<file path="src/rtl/seven_seg_reader_if.sv">
// Bundle between a scanned seven-segment display bus and the frame reader.
// The slave side is the reader. The master side drives the display pins and the consumer ready.
interface seven_seg_reader_if #(
    parameter int NDIG = 4
);
    logic [6:0]        seg_n;
    logic [NDIG-1:0]   dig_en;
    logic              out_ready;
    logic              out_valid;
    logic [4*NDIG-1:0] out_value;
    logic [NDIG-1:0]   out_err;
    logic              overrun;

    modport master (
        output seg_n, dig_en, out_ready,
        input  out_valid, out_value, out_err, overrun
    );

    modport slave (
        input  seg_n, dig_en, out_ready,
        output out_valid, out_value, out_err, overrun
    );
endinterface

</file>
<file path="src/rtl/seven_seg_reader.sv">
// Recovers hex nibbles from a multiplexed active-low seven-segment bus.
// Each complete scan of all digits is offered as one word on a valid/ready output.
module seven_seg_reader #(
    parameter int NDIG          = 4,
    parameter int STABLE_CYCLES = 4
) (
    input  logic              clk,
    input  logic              rst,
    seven_seg_reader_if.slave bus
);
    localparam int CW = $clog2(STABLE_CYCLES + 1);
    localparam int IW = (NDIG > 1) ? $clog2(NDIG) : 1;
    localparam logic [CW-1:0] CNT_TOP = CW'(STABLE_CYCLES);
    localparam logic [CW-1:0] CNT_ONE = CW'(1);

    logic [6:0]        s_seg, p_seg;
    logic [NDIG-1:0]   s_dig, p_dig;
    logic [CW-1:0]     cnt, cnt_next;
    logic              armed, armed_next;
    logic [NDIG-1:0]   mask, mask_next;
    logic [4*NDIG-1:0] sh_val, sh_val_next;
    logic [NDIG-1:0]   sh_err, sh_err_next;
    logic [4*NDIG-1:0] val_r, val_next;
    logic [NDIG-1:0]   err_r, err_next;
    logic              valid_r, valid_next;
    logic              ovr_r, ovr_next;

    logic              dig_ok;
    logic              changed;
    logic              capture;
    logic              complete;
    logic              out_free;
    logic [IW-1:0]     dig_idx;
    logic [3:0]        dec_nib;
    logic              dec_err;

    // Patterns are g..a, active-low; anything outside the table decodes to 0 with err set.
    function automatic logic [4:0] decode(input logic [6:0] seg);
        logic [4:0] r;
        case (seg)
            7'b1000000: r = 5'h00;
            7'b1111001: r = 5'h01;
            7'b0100100: r = 5'h02;
            7'b0110000: r = 5'h03;
            7'b0011001: r = 5'h04;
            7'b0010010: r = 5'h05;
            7'b0000010: r = 5'h06;
            7'b1011000: r = 5'h07;
            7'b0000000: r = 5'h08;
            7'b0010000: r = 5'h09;
            7'b0001000: r = 5'h0A;
            7'b0000011: r = 5'h0B;
            7'b1000110: r = 5'h0C;
            7'b0100001: r = 5'h0D;
            7'b0000110: r = 5'h0E;
            7'b0001110: r = 5'h0F;
            default:    r = 5'h10;
        endcase
        return r;
    endfunction

    always_comb begin
        dig_ok  = (s_dig != '0) && ((s_dig & (s_dig - 1'b1)) == '0);
        changed = ({s_seg, s_dig} != {p_seg, p_dig});
        dig_idx = '0;
        for (int k = 0; k < NDIG; k++) begin
            if (s_dig[k]) dig_idx = IW'(k);
        end
        {dec_err, dec_nib} = decode(s_seg);
    end

    // Stability counter saturates at the top; armed allows a single capture per dwell.
    always_comb begin
        cnt_next   = cnt;
        armed_next = armed;
        capture    = 1'b0;
        if (!dig_ok) begin
            cnt_next   = '0;
            armed_next = 1'b0;
        end else if (changed) begin
            cnt_next   = CNT_ONE;
            armed_next = 1'b1;
        end else if (cnt != CNT_TOP) begin
            cnt_next = cnt + CNT_ONE;
        end
        if (dig_ok && armed_next && (cnt_next == CNT_TOP)) begin
            capture    = 1'b1;
            armed_next = 1'b0;
        end
    end

    always_comb begin
        sh_val_next = sh_val;
        sh_err_next = sh_err;
        mask_next   = mask;
        val_next    = val_r;
        err_next    = err_r;
        valid_next  = valid_r && !bus.out_ready;
        ovr_next    = 1'b0;
        out_free    = !valid_r || bus.out_ready;

        if (capture) begin
            sh_val_next[4*dig_idx +: 4] = dec_nib;
            sh_err_next[dig_idx]        = dec_err;
            mask_next[dig_idx]          = 1'b1;
        end
        complete = capture && (&mask_next);

        // A completed frame either replaces the output word or is dropped whole.
        if (complete) begin
            mask_next = '0;
            if (out_free) begin
                val_next   = sh_val_next;
                err_next   = sh_err_next;
                valid_next = 1'b1;
            end else begin
                ovr_next = 1'b1;
            end
        end
    end

    always_ff @(posedge clk or posedge rst) begin
        if (rst) begin
            s_seg   <= '0;
            s_dig   <= '0;
            p_seg   <= '0;
            p_dig   <= '0;
            cnt     <= '0;
            armed   <= 1'b0;
            mask    <= '0;
            sh_val  <= '0;
            sh_err  <= '0;
            val_r   <= '0;
            err_r   <= '0;
            valid_r <= 1'b0;
            ovr_r   <= 1'b0;
        end else begin
            s_seg   <= bus.seg_n;
            s_dig   <= bus.dig_en;
            p_seg   <= s_seg;
            p_dig   <= s_dig;
            cnt     <= cnt_next;
            armed   <= armed_next;
            mask    <= mask_next;
            sh_val  <= sh_val_next;
            sh_err  <= sh_err_next;
            val_r   <= val_next;
            err_r   <= err_next;
            valid_r <= valid_next;
            ovr_r   <= ovr_next;
        end
    end

    assign bus.out_valid = valid_r;
    assign bus.out_value = val_r;
    assign bus.out_err   = err_r;
    assign bus.overrun   = ovr_r;
endmodule

</file>
<file path="src/flat_wrapper.sv">
// flat-port wrapper written by rule: the top's interface ports become plain ports
module seven_seg_reader_flat 
#(
    parameter int NDIG          = 4,
    parameter int STABLE_CYCLES = 4
)
  (clk, rst, bus_seg_n, bus_dig_en, bus_out_ready, bus_out_valid, bus_out_value, bus_out_err, bus_overrun);
  seven_seg_reader_if #(.NDIG(NDIG)) bus_i ();
  input  logic clk;
  input  logic rst;
  input wire logic [$bits(bus_i.seg_n)-1:0] bus_seg_n;
  input wire logic [$bits(bus_i.dig_en)-1:0] bus_dig_en;
  input wire logic [$bits(bus_i.out_ready)-1:0] bus_out_ready;
  output wire logic [$bits(bus_i.out_valid)-1:0] bus_out_valid;
  output wire logic [$bits(bus_i.out_value)-1:0] bus_out_value;
  output wire logic [$bits(bus_i.out_err)-1:0] bus_out_err;
  output wire logic [$bits(bus_i.overrun)-1:0] bus_overrun;
  assign bus_i.seg_n = bus_seg_n;
  assign bus_i.dig_en = bus_dig_en;
  assign bus_i.out_ready = bus_out_ready;
  assign bus_out_valid = bus_i.out_valid;
  assign bus_out_value = bus_i.out_value;
  assign bus_out_err = bus_i.out_err;
  assign bus_overrun = bus_i.overrun;
  seven_seg_reader #(.NDIG(NDIG), .STABLE_CYCLES(STABLE_CYCLES)) u_core (.clk(clk), .rst(rst), .bus(bus_i));
endmodule
</file>
<file path="config.mk">
export PLATFORM = sky130hd
export DESIGN_NAME = seven_seg_reader_flat
export DESIGN_NICKNAME = d
export VERILOG_FILES = /design/src/rtl/seven_seg_reader_if.sv /design/src/rtl/seven_seg_reader.sv /design/src/flat_wrapper.sv
export SDC_FILE = /design/constraint.sdc
export NUM_CORES = 1
export LEC_CHECK = 0
export CORE_MARGIN = 4
export CORE_UTILIZATION = 35
export CTS_CLUSTER_DIAMETER = 200
export DETAILED_ROUTE_END_ITERATION = 10
export GPL_TIMING_DRIVEN = 0
export SETUP_SLACK_MARGIN = 0.5
export SLEW_MARGIN = 20
export SYNTH_ARGS = -nofsm -noshare
export SYNTH_HDL_FRONTEND = slang
export SYNTH_SLANG_ARGS = --single-unit
</file>
<file path="constraint.sdc">
create_clock -name clk -period 5.15 [get_ports clk]
set_clock_uncertainty 0.2 [all_clocks]
set_input_delay 0.7725 -clock clk [delete_from_list [all_inputs] [get_ports clk]]
set_output_delay 0.7725 -clock clk [all_outputs]
set_load 0.03 [all_outputs]
</file>
# Yosys cells after proc, flatten, opt, wreduce, memory -nomap -nowiden
# Cells that the tools add are included.
# word_totals
regBits	72
elab_cells	77
inputBits	14
output_inout_bits	22
# classes
addsub	3
mux	23
shift	2
bitwise	2
order_cmp	2
n_eq_ne	18
n_reduce_logical	14
# op_table
cell	count
case mux 5 bit (16 select lines)	1
negator 4 -> 34 bit	1
variable shift 4 x 34 -> 16 bit, first input constant	1
variable part select 4 x 34 -> 16 bit	1
== test 7 bit, second input constant	4
== test 7 x 5 -> 1 bit, second input constant	3
== test 7 x 6 -> 1 bit, second input constant	3
bitwise mux 16 bit	1
2-to-1 mux 16 bit	1
== test 7 x 2 -> 1 bit, second input constant	2
== test 7 x 4 -> 1 bit, second input constant	2
2-to-1 mux 4 bit	3
inequality test 11 bit	1
2-to-1 mux 1 bit	10
2-to-1 mux 3 bit	3
== test 7 x 3 -> 1 bit, second input constant	1
logical NOT 7 bit	1
logical AND 1 bit	6
AND 4 bit	1
bitwise mux 4 bit	1
logical NOT 4 bit	1
2-to-1 mux 2 bit	2
OR 4 bit	1
AND reduction 4 bit	1
other kinds (11)	12

# Depth between registers and ports, before layout
# logic_depth
word_depth	12
depth_mapped	9
mapped_depth_nobuf	8

# Worst setup path after synthesis
# OpenSTA, ideal clock, no wires.
# synth_timing
path_kind	register to register
from	reg u_core.cnt[0]
to	reg u_core.err_r[0], in the netlist u_core.bus.out_err[0]
path_buffers	1
path_stages_with_launch	10
required_time_ns	4.825
arrival_ns	2.369
slack_ns	2.455
period_less_slack_ns	2.695
setup_time_ns	0.125
path_cell_list	dfrtp_1 inv_1 ha_1 or3b_1 a31o_1 or2_0 and4bb_4 and2_4 buf_12 mux2_4
# synth_between
elab_chain_len	11
word_cells_on_any_way	13
cone_classes	1 x add/sub; 2 x eq/ne; 6 x mux; 4 x reduce/logical
# synth_rtl
item	line_no	rtl
start, declared	seven_seg_reader.sv:18	logic [CW-1:0] cnt, cnt_next;
start signal, assigned	seven_seg_reader.sv:142	cnt <= cnt_next;
adder 3 x 1 -> 3 bit or inequality test 3 bit (tied branches)	seven_seg_reader.sv:84, seven_seg_reader.sv:83	
2-to-1 mux 3 bit (*)	seven_seg_reader.sv:83	end else if (cnt != CNT_TOP) begin
2-to-1 mux 3 bit (*)	seven_seg_reader.sv:80	end else if (changed) begin
2-to-1 mux 3 bit (*)	seven_seg_reader.sv:77	if (!dig_ok) begin
== test 3 bit (*)	seven_seg_reader.sv:86	if (dig_ok && armed_next && (cnt_next == CNT_TOP)) begin
logical AND 1 bit (*)	seven_seg_reader.sv:86	
2-to-1 mux 1 bit (*)	seven_seg_reader.sv:86	
2-to-1 mux 4 bit	seven_seg_reader.sv:102	if (capture) begin
AND reduction 4 bit	seven_seg_reader.sv:107	complete = capture && (&mask_next);
logical AND 1 bit	seven_seg_reader.sv:107	
AND reduction 2 bit (no line)	--	
end signal, assigned	seven_seg_reader.sv:148	err_r <= err_next;
end, declared	seven_seg_reader.sv:24	logic [NDIG-1:0] err_r, err_next;
# Every way passes the cells marked *; elsewhere a longest branch is shown, timed or not.
# A chain may end at the register's enable or synchronous reset.

# Worst setup path after layout
# layout_timing
from	reg u_core.cnt[0]
to	reg u_core.err_r[1], in the netlist u_core.bus.out_err[1]
# layout_between
word_cells_on_any_way	13
cone_classes	1 x add/sub; 2 x eq/ne; 6 x mux; 4 x reduce/logical
# layout_lines
item	line_no	rtl
adder 3 x 1 -> 3 bit or inequality test 3 bit (tied branches)	seven_seg_reader.sv:84, seven_seg_reader.sv:83	
2-to-1 mux 3 bit (*)	seven_seg_reader.sv:83	
2-to-1 mux 3 bit (*)	seven_seg_reader.sv:80	
2-to-1 mux 3 bit (*)	seven_seg_reader.sv:77	
== test 3 bit (*)	seven_seg_reader.sv:86	
logical AND 1 bit (*)	seven_seg_reader.sv:86	
2-to-1 mux 1 bit (*)	seven_seg_reader.sv:86	
2-to-1 mux 4 bit (*)	seven_seg_reader.sv:102	
net u_core.sh_err_next[1]	seven_seg_reader.sv:22	logic [NDIG-1:0] sh_err, sh_err_next;
# The timed path passes the listed nets; every way through them passes the cells marked *.

==> flow_metrics.env <==
export IMPL_status="finished, final reports clean"
export IMPL_clock_root_buffer="clkbuf_8"
export IMPL_ios=36
export IMPL_seq_power_share_pct=50.3
export IMPL_fp_dieArea_um2=10800
export IMPL_gp_congestion=0.829
export IMPL_hp_class="reg2reg"
export IMPL_diodes=0
export IMPL_yosysWarnings=0
export IMPL_timing_slew_headroom_pct=40.1
export IMPL_ys_ff_latch=72
export IMPL_n_fill_cell=844
export IMPL_hpwlAfterDp_mm=4.35
export IMPL_cts_htree_levels=3
export IMPL_seq_area_um2=1800
export IMPL_timing_final_crit_share_pct=56.6
export IMPL_vdd_drop_max_mv=0.126
export IMPL_p_int_uw=884
export IMPL_powerDensity_nw_per_um2=293
export IMPL_path_max_fanout=7
export IMPL_drc=0
export IMPL_hold_viol_final=0
export IMPL_hold_ws_ps=193
export IMPL_cts_hold_buf=0
export IMPL_finish_utilization_pct=44.8
export IMPL_antenna_found_initial=0
export IMPL_fin_cells=408
export IMPL_syn_area_um2=3230
export IMPL_cts_num_sinks=72
export IMPL_switching_share_pct=24.0
export IMPL_power_leakage_nw=1.76
export IMPL_synth_edf_count=0
export IMPL_viasPerCell=5.06
export IMPL_vias=2063
export IMPL_dp_cells=392
export IMPL_yosysSeqAreaShare_pct=55.9
export IMPL_cts_made_buffers=9
export IMPL_cts_tree="built"
export IMPL_start_kind="flop"
export IMPL_cts_clk_slew_worst_paths_ps=80
export IMPL_path_class="reg2reg"
export IMPL_drv_cap=0
export IMPL_clkPwrFrac_pct=43.5
export IMPL_fin_crit_ps=2910
export IMPL_setup_viol=0
export IMPL_setup_tns_ps=0
export IMPL_post_cts_setup_buffer_count=0
export IMPL_worstHoldStart="u_core.s_dig[3]"
export IMPL_start_util_pct=36.5
export IMPL_cts_resized=0
export IMPL_rsz0062_at_grt="no"
export IMPL_cts_buffer_depth=2
export IMPL_drive_gt1_share_pct=24.7
export IMPL_slew_viol_final=0
export IMPL_async_flop_share_pct=100
export IMPL_num_rows=34
export IMPL_ant_nets=0
export IMPL_io_buffers=35
export IMPL_crit_path_end_kind="flop"
export IMPL_drt_iter0_markers=162
export IMPL_r2r_start="u_core.cnt[0]"
export IMPL_die_w_um=104
export IMPL_detail_route_wl_per_cell_um=15.5
export IMPL_core_area_um2=8850
export IMPL_fin_ws_ps=2240
export IMPL_multi_input_area_um2=1310
export IMPL_max_freq_mhz=343
export IMPL_synthCells=248
export IMPL_syn_nets=264
export IMPL_gr_usage_all_layers_pct=12.5
export IMPL_nNetsFinal=311
export IMPL_overflow=0
export IMPL_grt_pass1_wl_mm=10.9
export IMPL_synth_distinct_cells=50
export IMPL_worstPathRequired_ps=5180
export IMPL_arrival_ps=2940
export IMPL_pwr_share_comb_pct=6.2
export IMPL_reg2reg_slack_ps=2240
export IMPL_p_sw_uw=279
export IMPL_avgSynthCellArea_um2=13.0
export IMPL_dpl_worst_slack_ps=2270
export IMPL_syn_to_final_growth_pct=23.0
export IMPL_routed_wl_mm=6.33
export IMPL_ys_dominant_reg_cell="dfrtp_1"
export IMPL_dr_pass1_iters=4
export IMPL_grt_pass1_vias=2118
export IMPL_clk_insertion_delay_late_ps=340
export IMPL_timing_critical_path_from="u_core.cnt[0]"
export IMPL_die_h_um=104
export IMPL_grt_max_degree=49
export IMPL_worst_pin_slew_ps=888
## per-stage QoR
| stage | power [mW] | instance area (µm²) |
|---|---|---|
| after detailed placement | 0.669 | 3740 |
| after global routing | 1.22 | 3970 |
| after global placement | 0.665 | 3710 |
| after floorplan | 0.641 | 3230 |
| after CTS | 1.18 | 3970 |
| final | 1.16 | 3970 |
## Yosys cell counts (all sizes together), types with 3 or more instances
library cell  number  area [µm²]
nand2             10        37.5
o21ai              4        20.0
nor2              19        71.3
clkbuf             8        30.0
and3               4        25.0
buf                7        65.1
nor2b              5        31.3
a21oi              7        35.0
xnor2             12         105
dfrtp             72        1800
nand4              6        37.5
mux2              41         537
and4               3        26.3
nor4               3        25.0
nand3              5        25.0
inv                4        15.0
## flip-flops by register name, summed over array words and instances (netlist names)
register and cells:
u_core.sh_err 4, u_core.p_seg 7, u_core.sh_val 16, u_core.mask 4
u_core.bus.overrun 1, u_core.p_dig 4, u_core.bus.out_value 16, u_core.s_seg 7
u_core.bus.out_err 4, u_core.cnt 3, u_core.bus.out_valid 1, u_core.s_dig 4
u_core.armed 1
## power by group through the flow
stage	Combinational, mW	Sequential [mW]	Clock [mW]
2_1_floorplan	0.0473	0.593	0
3_3_place_gp	0.0685	0.596	0
3_5_place_dp	0.0730	0.596	0
4_1_cts	0.0734	0.585	0.524
5_1_grt	0.0824	0.587	0.548
6_report	0.0723	0.585	0.505
## layout by cell type (no fill, tap or decap), drive strengths merged, types with 3 or more instances in the layout
cell / netlist / final
a21oi: 7 / 7
and3: 4 / 4
and4: 3 / 3
buf: 7 / 8
clkbuf: 8 / 17
clkdlybuf4s50: 0 / 35
clkinv: 0 / 3
dfrtp: 72 / 72
inv: 4 / 6
mux2: 41 / 41
nand2: 10 / 10
nand3: 5 / 5
nand4: 6 / 6
nor2: 19 / 19
nor2b: 5 / 5
nor4: 3 / 3
o21ai: 4 / 4
xnor2: 12 / 12
## area by class of cell
type,instances,share of cell area (%)
Tap cell,108,3.41
Clock inverter,7,2.59
Inverter,4,0.442
Multi-Input combinational cell,157,33.1
Buffer,15,2.40
Sequential cell,72,45.4
Clock buffer,9,3.12
Timing Repair Buffer,36,9.52
## layer usage
layer / GRT usage [%] / share of wire (%)
met5: 0 / 0
met1: 18.1 / 49
met4: 4.65 / 1.9
met2: 17.8 / 45
met3: 3.66 / 4.5
## kinds of logic after synthesis
logic type	Yosys count	synth area share [%]
buf+inv	19	3.41
simple gates	75	13.9
fa+ha+maj	2	0.776
mux	41	16.6
flops	72	55.9
compound gates	26	5.86
xor+xnor	13	3.53
## worst max-delay path, stage by stage (launching register included)
cell and delay, ps:
dfrtp_1 430, inv_1 70, ha_1 230, or3b_1 380, a31o_1 250, nor2_1 210
and4_1 200, buf_2 210, mux2_2 370, mux2_4 260
## final timing paths
path,to,cells past startpoint
setup reg to reg,u_core.bus.out_err[1],9
hold reg to reg,u_core.p_dig[3],0
max in group asynchronous,u_core.bus.out_valid,3
hold / removal,u_core.p_dig[3],0
setup / recovery,u_core.bus.out_err[1],9
min in group asynchronous,u_core.s_seg[6],2
No activity file was read; power rests on OpenSTA's default activity.
